**src/rtl/lfsr_multi_poly_finder_if.sv**
```systemverilog
// Request/result bundle between the sweep decoder, the polynomial finder and
// the downstream position solver.
interface lfsr_multi_poly_finder_if #(
    parameter int WIDTH    = 17,
    parameter int TS_WIDTH = 24,
    parameter int ITER_W   = 17,
    parameter int IDX_W    = 4
);
    // Request: start is taken only in a cycle where ready=1.
    // Result: result_valid holds with all result fields stable until a cycle
    // with result_ack=1; ready returns the following cycle.
    logic                start;
    logic [TS_WIDTH-1:0] ts_first;
    logic [TS_WIDTH-1:0] ts_second;
    logic [WIDTH-1:0]    data_first;
    logic [WIDTH-1:0]    data_second;
    logic                ready;
    logic                result_valid;
    logic                result_ack;
    logic                result_found;
    logic [IDX_W-1:0]    result_index;
    logic [WIDTH-1:0]    polynomial;
    logic [ITER_W-1:0]   iteration_number;

    modport master (
        output start, ts_first, ts_second, data_first, data_second, result_ack,
        input  ready, result_valid, result_found, result_index, polynomial,
               iteration_number
    );

    modport slave (
        input  start, ts_first, ts_second, data_first, data_second, result_ack,
        output ready, result_valid, result_found, result_index, polynomial,
               iteration_number
    );
endinterface

```
**src/rtl/lfsr_multi_poly_finder.sv**
```systemverilog
// Steps NUM_POLY Galois LFSRs from the first decoded word and reports which
// polynomial reaches the second word inside a timestamp-derived step window.
module lfsr_multi_poly_finder #(
    parameter int WIDTH       = 17,
    parameter int NUM_POLY    = 2,
    parameter logic [NUM_POLY*WIDTH-1:0] POLYS = {17'h17e04, 17'h1d258},
    parameter int TS_WIDTH    = 24,
    parameter int TS_SHIFT    = 4,
    parameter int ITER_APPROX = 3,
    parameter int ITER_W      = 17,
    parameter int MAX_ITER    = 8191,
    parameter int IDX_W       = 4
) (
    input  logic                          clk_96MHz,
    input  logic                          reset,
    lfsr_multi_poly_finder_if.slave       bus,
    output logic [1:0]                    dbg_state_o
);
    localparam int EST_W = TS_WIDTH + 2;

    typedef enum logic [1:0] {S_IDLE, S_ESTIMATE, S_SEARCH, S_DONE} state_e;

    state_e              state_q, state_d;
    logic [TS_WIDTH-1:0] ts_first_q, ts_first_d, ts_second_q, ts_second_d;
    logic [WIDTH-1:0]    data_first_q, data_first_d, data_second_q, data_second_d;
    logic [ITER_W-1:0]   win_lo_q, win_lo_d, win_hi_q, win_hi_d, k_q, k_d;
    logic [WIDTH-1:0]    lfsr_q [NUM_POLY];
    logic [WIDTH-1:0]    lfsr_d [NUM_POLY];
    logic                found_q, found_d;
    logic [IDX_W-1:0]    index_q, index_d;
    logic [WIDTH-1:0]    poly_q, poly_d;
    logic [ITER_W-1:0]   iter_q, iter_d;

    logic [TS_WIDTH-1:0] delta;
    logic [EST_W-1:0]    est, lo_wide, hi_wide, hi_clamp;
    logic                hit, in_win;
    logic [IDX_W-1:0]    hit_idx;
    logic [WIDTH-1:0]    hit_poly;

    function automatic logic [WIDTH-1:0] lfsr_step(input logic [WIDTH-1:0] v,
                                                    input logic [WIDTH-1:0] p);
        return v[0] ? ((v >> 1) ^ p) : (v >> 1);
    endfunction

    // Modular subtraction keeps the delta exact across timestamp wrap.
    always_comb begin
        delta    = ts_second_q - ts_first_q;
        est      = EST_W'(delta >> TS_SHIFT);
        lo_wide  = (est >= EST_W'(ITER_APPROX)) ? est - EST_W'(ITER_APPROX) : '0;
        hi_wide  = est + EST_W'(ITER_APPROX);
        hi_clamp = (hi_wide > EST_W'(MAX_ITER)) ? EST_W'(MAX_ITER) : hi_wide;
    end

    // Descending scan so the lowest matching index is the one left standing.
    always_comb begin
        hit      = 1'b0;
        hit_idx  = '0;
        hit_poly = '0;
        for (int i = NUM_POLY - 1; i >= 0; i--) begin
            if (lfsr_q[i] == data_second_q) begin
                hit      = 1'b1;
                hit_idx  = IDX_W'(i);
                hit_poly = POLYS[i*WIDTH +: WIDTH];
            end
        end
        in_win = (k_q >= win_lo_q) && (k_q <= win_hi_q);
    end

    always_comb begin
        state_d       = state_q;
        ts_first_d    = ts_first_q;
        ts_second_d   = ts_second_q;
        data_first_d  = data_first_q;
        data_second_d = data_second_q;
        win_lo_d      = win_lo_q;
        win_hi_d      = win_hi_q;
        k_d           = k_q;
        lfsr_d        = lfsr_q;
        found_d       = found_q;
        index_d       = index_q;
        poly_d        = poly_q;
        iter_d        = iter_q;

        case (state_q)
            S_IDLE: begin
                if (bus.start) begin
                    ts_first_d    = bus.ts_first;
                    ts_second_d   = bus.ts_second;
                    data_first_d  = bus.data_first;
                    data_second_d = bus.data_second;
                    state_d       = S_ESTIMATE;
                end
            end
            S_ESTIMATE: begin
                for (int i = 0; i < NUM_POLY; i++) lfsr_d[i] = data_first_q;
                k_d     = '0;
                state_d = S_SEARCH;
                // An empty window (lo=1, hi=0) makes SEARCH give up at k=0,
                // which keeps the abort path on the same latency as a k=0 hit.
                if (data_first_q == '0 || lo_wide > EST_W'(MAX_ITER)) begin
                    win_lo_d = ITER_W'(1);
                    win_hi_d = '0;
                end else begin
                    win_lo_d = ITER_W'(lo_wide);
                    win_hi_d = ITER_W'(hi_clamp);
                end
            end
            S_SEARCH: begin
                if (in_win && hit) begin
                    found_d = 1'b1;
                    index_d = hit_idx;
                    poly_d  = hit_poly;
                    iter_d  = k_q;
                    state_d = S_DONE;
                end else if (k_q == win_hi_q) begin
                    found_d = 1'b0;
                    index_d = '0;
                    poly_d  = '0;
                    iter_d  = k_q;
                    state_d = S_DONE;
                end else begin
                    for (int i = 0; i < NUM_POLY; i++)
                        lfsr_d[i] = lfsr_step(lfsr_q[i], POLYS[i*WIDTH +: WIDTH]);
                    k_d = k_q + ITER_W'(1);
                end
            end
            S_DONE: begin
                if (bus.result_ack) state_d = S_IDLE;
            end
            default: state_d = S_IDLE;
        endcase
    end

    always_ff @(posedge clk_96MHz) begin
        if (reset) begin
            state_q       <= S_IDLE;
            ts_first_q    <= '0;
            ts_second_q   <= '0;
            data_first_q  <= '0;
            data_second_q <= '0;
            win_lo_q      <= '0;
            win_hi_q      <= '0;
            k_q           <= '0;
            for (int i = 0; i < NUM_POLY; i++) lfsr_q[i] <= '0;
            found_q       <= 1'b0;
            index_q       <= '0;
            poly_q        <= '0;
            iter_q        <= '0;
        end else begin
            state_q       <= state_d;
            ts_first_q    <= ts_first_d;
            ts_second_q   <= ts_second_d;
            data_first_q  <= data_first_d;
            data_second_q <= data_second_d;
            win_lo_q      <= win_lo_d;
            win_hi_q      <= win_hi_d;
            k_q           <= k_d;
            for (int i = 0; i < NUM_POLY; i++) lfsr_q[i] <= lfsr_d[i];
            found_q       <= found_d;
            index_q       <= index_d;
            poly_q        <= poly_d;
            iter_q        <= iter_d;
        end
    end

    assign bus.ready            = (state_q == S_IDLE);
    assign bus.result_valid     = (state_q == S_DONE);
    assign bus.result_found     = found_q;
    assign bus.result_index     = index_q;
    assign bus.polynomial       = poly_q;
    assign bus.iteration_number = iter_q;
    assign dbg_state_o          = state_q;
endmodule
```
**src/flat_wrapper.sv**
```systemverilog
// flat-port wrapper written by rule: the top's interface ports become plain ports
module lfsr_multi_poly_finder_flat 
#(
    parameter int WIDTH       = 17,
    parameter int NUM_POLY    = 2,
    parameter logic [NUM_POLY*WIDTH-1:0] POLYS = {17'h17e04, 17'h1d258},
    parameter int TS_WIDTH    = 24,
    parameter int TS_SHIFT    = 4,
    parameter int ITER_APPROX = 3,
    parameter int ITER_W      = 17,
    parameter int MAX_ITER    = 8191,
    parameter int IDX_W       = 4
)
  (clk_96MHz, reset, dbg_state_o, bus_start, bus_ts_first, bus_ts_second, bus_data_first, bus_data_second, bus_result_ack, bus_ready, bus_result_valid, bus_result_found, bus_result_index, bus_polynomial, bus_iteration_number);
  lfsr_multi_poly_finder_if #(.WIDTH(WIDTH), .TS_WIDTH(TS_WIDTH), .ITER_W(ITER_W), .IDX_W(IDX_W)) bus_i ();
  input  logic clk_96MHz;
  input  logic reset;
  output logic [1:0] dbg_state_o;
  input wire logic [$bits(bus_i.start)-1:0] bus_start;
  input wire logic [$bits(bus_i.ts_first)-1:0] bus_ts_first;
  input wire logic [$bits(bus_i.ts_second)-1:0] bus_ts_second;
  input wire logic [$bits(bus_i.data_first)-1:0] bus_data_first;
  input wire logic [$bits(bus_i.data_second)-1:0] bus_data_second;
  input wire logic [$bits(bus_i.result_ack)-1:0] bus_result_ack;
  output wire logic [$bits(bus_i.ready)-1:0] bus_ready;
  output wire logic [$bits(bus_i.result_valid)-1:0] bus_result_valid;
  output wire logic [$bits(bus_i.result_found)-1:0] bus_result_found;
  output wire logic [$bits(bus_i.result_index)-1:0] bus_result_index;
  output wire logic [$bits(bus_i.polynomial)-1:0] bus_polynomial;
  output wire logic [$bits(bus_i.iteration_number)-1:0] bus_iteration_number;
  assign bus_i.start = bus_start;
  assign bus_i.ts_first = bus_ts_first;
  assign bus_i.ts_second = bus_ts_second;
  assign bus_i.data_first = bus_data_first;
  assign bus_i.data_second = bus_data_second;
  assign bus_i.result_ack = bus_result_ack;
  assign bus_ready = bus_i.ready;
  assign bus_result_valid = bus_i.result_valid;
  assign bus_result_found = bus_i.result_found;
  assign bus_result_index = bus_i.result_index;
  assign bus_polynomial = bus_i.polynomial;
  assign bus_iteration_number = bus_i.iteration_number;
  lfsr_multi_poly_finder #(.WIDTH(WIDTH), .NUM_POLY(NUM_POLY), .POLYS(POLYS), .TS_WIDTH(TS_WIDTH), .TS_SHIFT(TS_SHIFT), .ITER_APPROX(ITER_APPROX), .ITER_W(ITER_W), .MAX_ITER(MAX_ITER), .IDX_W(IDX_W)) u_core (.clk_96MHz(clk_96MHz), .reset(reset), .bus(bus_i), .dbg_state_o(dbg_state_o));
endmodule
```
**config.mk**
```make
export PLATFORM = sky130hd
export DESIGN_NAME = lfsr_multi_poly_finder_flat
export DESIGN_NICKNAME = d
export VERILOG_FILES = /design/src/rtl/lfsr_multi_poly_finder_if.sv /design/src/rtl/lfsr_multi_poly_finder.sv /design/src/flat_wrapper.sv
export SDC_FILE = /design/constraint.sdc
export NUM_CORES = 1
export LEC_CHECK = 0
export BUFFER_PORTS_ARGS = -buffer_cell sky130_fd_sc_hd__buf_2
export CORE_MARGIN = 2
export CORE_UTILIZATION = 55
export CTS_BUF_LIST = sky130_fd_sc_hd__clkbuf_2 sky130_fd_sc_hd__clkbuf_4 sky130_fd_sc_hd__clkbuf_8
export CTS_CLUSTER_SIZE = 30
export DETAILED_ROUTE_END_ITERATION = 7
export PLACE_DENSITY = 0.76
export SYNTH_ARGS = -nofsm -noshare
export SYNTH_HDL_FRONTEND = slang
export SYNTH_SLANG_ARGS = --single-unit
```
**constraint.sdc**
```tcl
create_clock -name clk_96MHz -period 4.4 [get_ports clk_96MHz]
set_input_delay 0.88 -clock clk_96MHz [delete_from_list [all_inputs] [get_ports clk_96MHz]]
set_output_delay 0.88 -clock clk_96MHz [all_outputs]
set_load 0.1 [all_outputs]
```
==> results of run 1 <==
==> final cells by class <==
class,instances,area (sq um),share of cell area [%]
flip-flops and latches,190,3800,31.1
inverters,74,278,2.27
repair buffers,137,731,5.98
clock inverters,14,151,1.24
multi-input cells,1079,6690,54.7
well taps,270,338,2.76
clock buffers,18,241,1.97
==> timing repair <==
item / CTS / global route
endpoints found under the setup margin: 0 / 11
buffers inserted: 0 / 0
resized for setup: 0 / 2
==> metal layers <==
layer / share of wire [%] / global-route usage (%) / vias to the layer above / wire (microns)
met2: 47 / 42.8 / 325 / 12800
met4: 2.3 / 8.45 / 0 / 617
met3: 5.3 / 4.22 / 52 / 1460
met5: 0 / 0 / - / 0
met1: 45 / 34.0 / 4718 / 12400
li1: - / - / 5188 / -
==> report_power, final <==
part	switching, mW	total, mW	internal (mW)
Sequential	0.273	2.25	1.98
Clock	0.702	1.18	0.476
Combinational	2.81	4.32	1.51
Total	3.79	7.75	3.96
==> cells in the final DEF, fill, tap and decap left out, types with 9 or more instances in the layout <==
cell | netlist | final
sky130_fd_sc_hd__a21oi_1 | 164 | 164
sky130_fd_sc_hd__buf_2 | 6 | 119
sky130_fd_sc_hd__nor2b_1 | 11 | 11
sky130_fd_sc_hd__a31oi_1 | 9 | 9
sky130_fd_sc_hd__inv_1 | 73 | 73
sky130_fd_sc_hd__nor3_1 | 39 | 39
sky130_fd_sc_hd__dfxtp_1 | 190 | 190
sky130_fd_sc_hd__nor4_1 | 18 | 18
sky130_fd_sc_hd__a32oi_1 | 14 | 14
sky130_fd_sc_hd__o31ai_1 | 11 | 10
sky130_fd_sc_hd__ha_1 | 63 | 62
sky130_fd_sc_hd__xnor2_1 | 54 | 54
sky130_fd_sc_hd__nand3_1 | 44 | 44
sky130_fd_sc_hd__clkbuf_8 | 0 | 17
sky130_fd_sc_hd__nand4_1 | 29 | 29
sky130_fd_sc_hd__o21ai_0 | 53 | 53
sky130_fd_sc_hd__o21a_1 | 9 | 9
sky130_fd_sc_hd__buf_4 | 18 | 18
sky130_fd_sc_hd__a211oi_1 | 25 | 25
sky130_fd_sc_hd__o211ai_1 | 15 | 15
sky130_fd_sc_hd__xor2_1 | 25 | 23
sky130_fd_sc_hd__a21o_1 | 22 | 22
sky130_fd_sc_hd__nor2_1 | 64 | 64
sky130_fd_sc_hd__mux2i_1 | 12 | 12
sky130_fd_sc_hd__o21ai_2 | 10 | 10
sky130_fd_sc_hd__o21ai_1 | 13 | 13
sky130_fd_sc_hd__nand2_1 | 249 | 248
sky130_fd_sc_hd__or3_1 | 11 | 11
==> logic make-up (layout without fill, tap and decap cells) <==
group	count (synthesis)	in the layout	share of synthesized area, %
mux	13	13	1.18
simple gates	518	518	22.0
other cells	1	8	0.0336
compound gates	396	396	22.6
buf+inv	172	243	6.59
xor+xnor	81	81	6.49
flops	190	190	34.1
fa+ha+maj	63	63	7.06
==> flip-flops by register name, indices dropped and copies added (netlist names) <==
name and count:
u_core.bus.iteration_number 17, u_core.bus.polynomial 3, u_core.bus.result_found 1, u_core.data_first_q 17, u_core.data_second_q 17, u_core.dbg_state_o 2, u_core.k_q 17, u_core.lfsr_q 34
u_core.ts_first_q 24, u_core.ts_second_q 24, u_core.win_hi_q 17, u_core.win_lo_q 17
==> final timing paths <==
| path | start | end | slack, ns | cells after the start |
|---|---|---|---|---|
| max | u_core.ts_first_q[1] | u_core.win_hi_q[4] | 0.46 | 14 |
| min | u_core.win_lo_q[16] | u_core.win_lo_q[16] | 0.45 | 2 |
| max reg2reg | u_core.ts_first_q[1] | u_core.win_hi_q[4] | 0.46 | 14 |
| min reg2reg | u_core.win_lo_q[16] | u_core.win_lo_q[16] | 0.45 | 2 |
==> metrics by stage <==
step / cells / util [%]
after global placement: 1750 / 58.8
after floorplan: 1441 / -
final: 1782 / 60.8
after CTS: 1782 / 60.7
after detailed placement: 1750 / 58.8
after global routing: 1782 / 60.8
==> worst min-delay path, cell delays in order (launching register included) <==
cell and delay, ns:
sky130_fd_sc_hd__dfxtp_1 0.31, sky130_fd_sc_hd__inv_1 0.06, sky130_fd_sc_hd__nor3_1 0.05
==> metrics, run 1 <==
result of the run finished, final reports clean; total global-route track usage 25.7%; vias post-DR 10300; Worst EP arrival 4.30 ns; Final setup viols 0; antenna violations before repair 0; number of buffers inserted by port buffering 120; clock latency at the later pin of the worst-skew pair 0.48 ns; transition time at the pin with the least slew margin 0.888 ns; proportion of netlist area held by the largest area contributor 34.1%; total wire length after detailed routing 27.3 mm; Final period util 89.6%; longest individual stage delay on the worst path 0.54 ns; wire length per cell after detailed routing 15.3 microns; critical path endpoint category flip-flop; vertical die dimension 146 microns; clock slew at the register clock pins of the worst setup and hold paths 0.10 ns; hold buffers post-CTS 0; synth cell count leaders sky130_fd_sc_hd__nand2_1 (249), sky130_fd_sc_hd__dfxtp_1 (190), sky130_fd_sc_hd__a21oi_1 (164); kind of critical path flip-flop to flip-flop; number of optimization iterations in the first detailed-route pass 5; maximum capacitance violations 0; Antenna Nets Post-Route 0; number of max-slew violations in the final report 0; most instantiated library cell after synthesis sky130_fd_sc_hd__nand2_1; crit path time final 3.94 ns; vias in the first global route 9638; asr flop ratio synth 0%; Rel. slew slack 40.8%; placed instance area 0.0118 sq mm; power density of the placed cells 633 mW/mm^2; number of enable-type register cells in the synthesized netlist 0; TritonCTS clock tree done; hold slack 0.451 ns; area leader, netlist sky130_fd_sc_hd__dfxtp_1; die outline area 0.0215 sq mm; highest clock rate 254 MHz; Fin Clk Skew 0.0244 ns; DP HPWL 19.8 mm; global route total overflow 0; flip-flop and latch count after synthesis 190; Starting Density 55.5%; proportion of synthesized chip area in sequential cells 34.1%; setup slack after layout 0.457 ns; via density per instance 5.77; critical path cell sequence inv_1 -> ha_1 -> a2111oi_4 -> nor2_1 -> xor2_2 -> inv_1 -> ha_1 -> nand4b_1 -> or4_1 -> nor4b_1 -> a31oi_1 -> a211oi_2 -> buf_4 -> o21ai_0; Worst VDD drop 0.316 mV; CP Max Fanout 13; pin count of the biggest net entering global routing 89; count of H-tree levels built during CTS 4; synthesis-to-layout area growth 9.54%; predominant post-synthesis flop cell sky130_fd_sc_hd__dfxtp_1; Critical Path RT 4.75 ns; chip width 146 microns; Final Hold Fails 0; class of the tightest hold or removal check flip-flop to flip-flop; wire length of the first global-routing pass 46.1 mm; setup repair after global routing missed its margin false; number of warning messages in the yosys log 0; share of cells above drive strength 1 14.5%; I/O pin total 129; Net count, final 1648; Post-Syn Instances 1434; top area cells in the synthesized netlist sky130_fd_sc_hd__dfxtp_1 (34%), sky130_fd_sc_hd__nand2_1 (8.4%), sky130_fd_sc_hd__a21oi_1 (7.4%); DRC violations left 0; Mapped Avg Cell Area 7.78 sq um; post-synthesis instance area 0.0112 sq mm; final weighted congestion of routability-driven global placement 0.945; core region area 0.0201 sq mm; Buf+Inv Stages, Crit Path 3; family with the most delay on the worst path simple AND/OR/NAND/NOR gates; total clock sinks 190; maximum count of clock buffers along a single path 2; Final Power 7.75 mW; detailed router's first-iteration violation count 628; startpoint type of the worst setup path flip-flop; fill cell instance count of the final layout 1845; number of CTS-inserted buffers 17; row count 52; finished layout cell area 0.0122 sq mm; Post-Route Setup TNS 0 ns; pre-CTS setup slack 0.364 ns; cell at the slowest stage of the critical path sky130_fd_sc_hd__a2111oi_4; Pleak 4.74 nW; diode insertion count for antenna repair 0; distinct cell type count of the synthesized netlist 84; cell at the root of the clock tree sky130_fd_sc_hd__clkbuf_8
Power figures use the tool's default switching activity.
==> run 2: changes to the inputs <==
==> constraint.sdc (replaced) <==
create_clock -name clk_96MHz -period 4.4 [get_ports clk_96MHz]
set_input_delay 0.22 -clock clk_96MHz [delete_from_list [all_inputs] [get_ports clk_96MHz]]
set_output_delay 0.22 -clock clk_96MHz [all_outputs]
set_load 0.1 [all_outputs]
==> run 2 against run 1 <==
Sequential cell count unchanged. Worst hold slack got worse by 0.44 ns. Total power rose by 2.2%. Largest cell class unchanged. Largest power group unchanged.
==> metrics, run 2 (synthesis results as in run 1) <==
via density per instance 5.77 (about the same); GR Util met3 4.34% (+0.12 points); registers with the most flip-flops u_core.lfsr_q: 34 flops, u_core.ts_first_q: 24 flops, u_core.ts_second_q: 24 flops; total global-route track usage 27.7% (+2.0 points); detailed router's first-iteration violation count 680 (+8.3%); TritonCTS clock tree done; kind of critical path flip-flop to flip-flop; beginning of the worst hold path bus_ts_second[7]; Fin Clk Skew 0.0210 ns (-0.00339 ns); sequential cell fraction of total power 28.0% (-1.1 points); count of H-tree levels built during CTS 4 (unchanged); I/O pin total 129 (unchanged); final weighted congestion of routability-driven global placement 0.910 (-3.7%); maximum count of clock buffers along a single path 2 (unchanged); clock power share 15.8% (+0.6 points); Comb pwr share 56.2% (+0.5 points); power density of the placed cells 606 mW/mm^2 (-4.3%); core region area 0.0201 sq mm (unchanged); critical path endpoint category flip-flop; R2R cell count 14 (unchanged); vias post-DR 10800 (+4.6%); flop-to-flop setup slack 0.38 ns (-0.07 ns); number of buffers inserted by port buffering 120 (unchanged); wire length of the first global-routing pass 49.4 mm (+7.1%); DRC violations left 0 (unchanged); pin count of the biggest net entering global routing 80 (-10%); met2 Resource Use GR 47.2% (+4.5 points); Worst VDD drop 0.332 mV (+5.4%); most common library cell in the layout ignoring fill and taps sky130_fd_sc_hd__nand2_1; switching power of the nets 3.85 mW (+1.8%); CP Max Fanout 13 (unchanged); most frequent cells in the layout sky130_fd_sc_hd__nand2_1 (248), sky130_fd_sc_hd__dfxtp_1 (190), sky130_fd_sc_hd__a21oi_1 (164); Reg-to-Reg End u_core.win_hi_q[4]; Critical Path RT 4.77 ns (+0.02 ns); Final setup viols 0 (unchanged); cell at the root of the clock tree sky130_fd_sc_hd__clkbuf_8; DP HPWL 19.8 mm (-0.44%); startpoint type of the worst setup path flip-flop; startpoint of the worst setup timing path u_core.ts_first_q[1]; routing usage on met1 35.5% (+1.4 points); register containing the most flip-flops in the final layout u_core.lfsr_q; setup repair after global routing missed its margin false; critical path endpoint u_core.win_hi_q[4]; chip width 146 microns (unchanged); Worst R2R Start u_core.ts_first_q[1]; global route hottest layer met2; class of the tightest hold or removal check input pin to flip-flop; antenna violations before repair 1 (+1); vias in the first global route 10200 (+5.4%); number of optimization iterations in the first detailed-route pass 7 (+2); Final Hold Fails 0 (unchanged); wire length per cell after detailed routing 15.8 microns (+3.4%); synthesis-to-layout area growth 17.1%; row count 52 (unchanged); Final period util 91.3% (+1.7 points); number of CTS-inserted buffers 17 (unchanged); highest clock rate 249 MHz (-1.8%); number of flip-flops in the largest register 34 (unchanged); Rel. slew slack 34.2% (-6.6 points); internal power contribution 4.07 mW (+2.7%); crit path time final 4.02 ns (+0.0726 ns); die outline area 0.0215 sq mm (unchanged); Worst EP arrival 4.38 ns (+0.08 ns); Post-Route Setup TNS 0 ns (unchanged); number of max-slew violations in the final report 0 (unchanged); Net count, final 1727 (+4.8%); Pleak 5.09 nW (+7.4%); transition time at the pin with the least slew margin 0.986 ns (+0.0989 ns); vertical die dimension 146 microns (unchanged); clock latency at the later pin of the worst-skew pair 0.49 ns (about the same); switching share of total power 48.6% (-0.23 points); maximum capacitance violations 0 (unchanged); share of cells above drive strength 1 13.7% (-0.78 points); Starting Density 55.5% (unchanged); total clock sinks 190 (unchanged); global route total overflow 0 (unchanged); total wire length after detailed routing 29.5 mm (+8.1%); Antenna Nets Post-Route 0 (unchanged); result of the run finished, final reports clean; clock slew at the register clock pins of the worst setup and hold paths 0.11 ns (about the same); hold slack 0.0126 ns (-0.439 ns)
==> run 2: final cells by class <==
class                           instances  area (sq um)
Antenna cell                            1          2.50
Clock buffer                           17           234
Clock inverter                         15           205
Fill cell                            1649          7030
Inverter                               74           278
Multi-Input combinational cell       1079          6690
Sequential cell                       190          3800
Tap cell                              270           338
Timing Repair Buffer                  216          1520
==> run 2: routing by layer <==
| layer | vias up | wire length [microns] | share of wire [%] |
|---|---|---|---|
| li1 | 5340 | - | - |
| met4 | 0 | 865 | 2.9 |
| met3 | 70 | 1600 | 5.4 |
| met5 | - | 0 | 0 |
| met1 | 4979 | 12900 | 44 |
| met2 | 363 | 14100 | 48 |
==> run 2: stage by stage <==
step / utilization, % / power [mW] / setup WS (ns) / instances / cell area (sq um)
after global routing: 65.0 / 8.48 / 0.103 / 1862 / 13100
after floorplan: - / 5.57 / 0.793 / 1441 / 11200
after global placement: 58.8 / 6.48 / 0.440 / 1749 / 11800
after detailed placement: 58.8 / 6.54 / 0.308 / 1749 / 11800
after CTS: 64.9 / 7.85 / 0.249 / 1861 / 13100
final: 65.0 / 7.92 / 0.384 / 1862 / 13100
==> run 2: worst max-delay path: stages (launching register included) <==
cell and delay, ns:
sky130_fd_sc_hd__dfxtp_1 0.36, sky130_fd_sc_hd__inv_1 0.05, sky130_fd_sc_hd__ha_1 0.32, sky130_fd_sc_hd__a2111oi_4 0.56, sky130_fd_sc_hd__nor2_1 0.16, sky130_fd_sc_hd__xor2_2 0.33
sky130_fd_sc_hd__inv_1 0.14, sky130_fd_sc_hd__ha_1 0.24, sky130_fd_sc_hd__nand4b_1 0.26, sky130_fd_sc_hd__or4_1 0.53, sky130_fd_sc_hd__nor4b_1 0.28, sky130_fd_sc_hd__a31oi_1 0.15
sky130_fd_sc_hd__a211oi_2 0.17, sky130_fd_sc_hd__buf_4 0.22, sky130_fd_sc_hd__o21ai_0 0.11
==> run 2: worst min-delay path by stage <==
stage	end	slack, ns	depth (start not counted)
finish	u_core.ts_second_q[7]	0.01	3
global route	u_core.data_second_q[2]	0.02	3
CTS	u_core.ts_second_q[7]	0.003	3
detailed placement	u_core.win_hi_q[16]	0.44	2
global placement	u_core.win_lo_q[15]	0.44	2
floorplan	u_core.ts_first_q[10]	0.36	2
==> run 2: timing repair <==
item	4_1_cts	5_1_grt
setup buffers	0	0
hold buffers	80	0
endpoints found under the setup margin	0	13
gates resized for setup	0	2
endpoints found under the hold margin	80	0
==> run 2: power groups by stage <==
| stage | Clock (mW) | Combinational (mW) | Sequential [mW] |
|---|---|---|---|
| after floorplan | 0 | 3.32 | 2.24 |
| after global placement | 0 | 4.24 | 2.24 |
| after detailed placement | 0 | 4.29 | 2.25 |
| after CTS | 1.27 | 4.37 | 2.21 |
| after global routing | 1.34 | 4.89 | 2.24 |
| final | 1.25 | 4.45 | 2.21 |
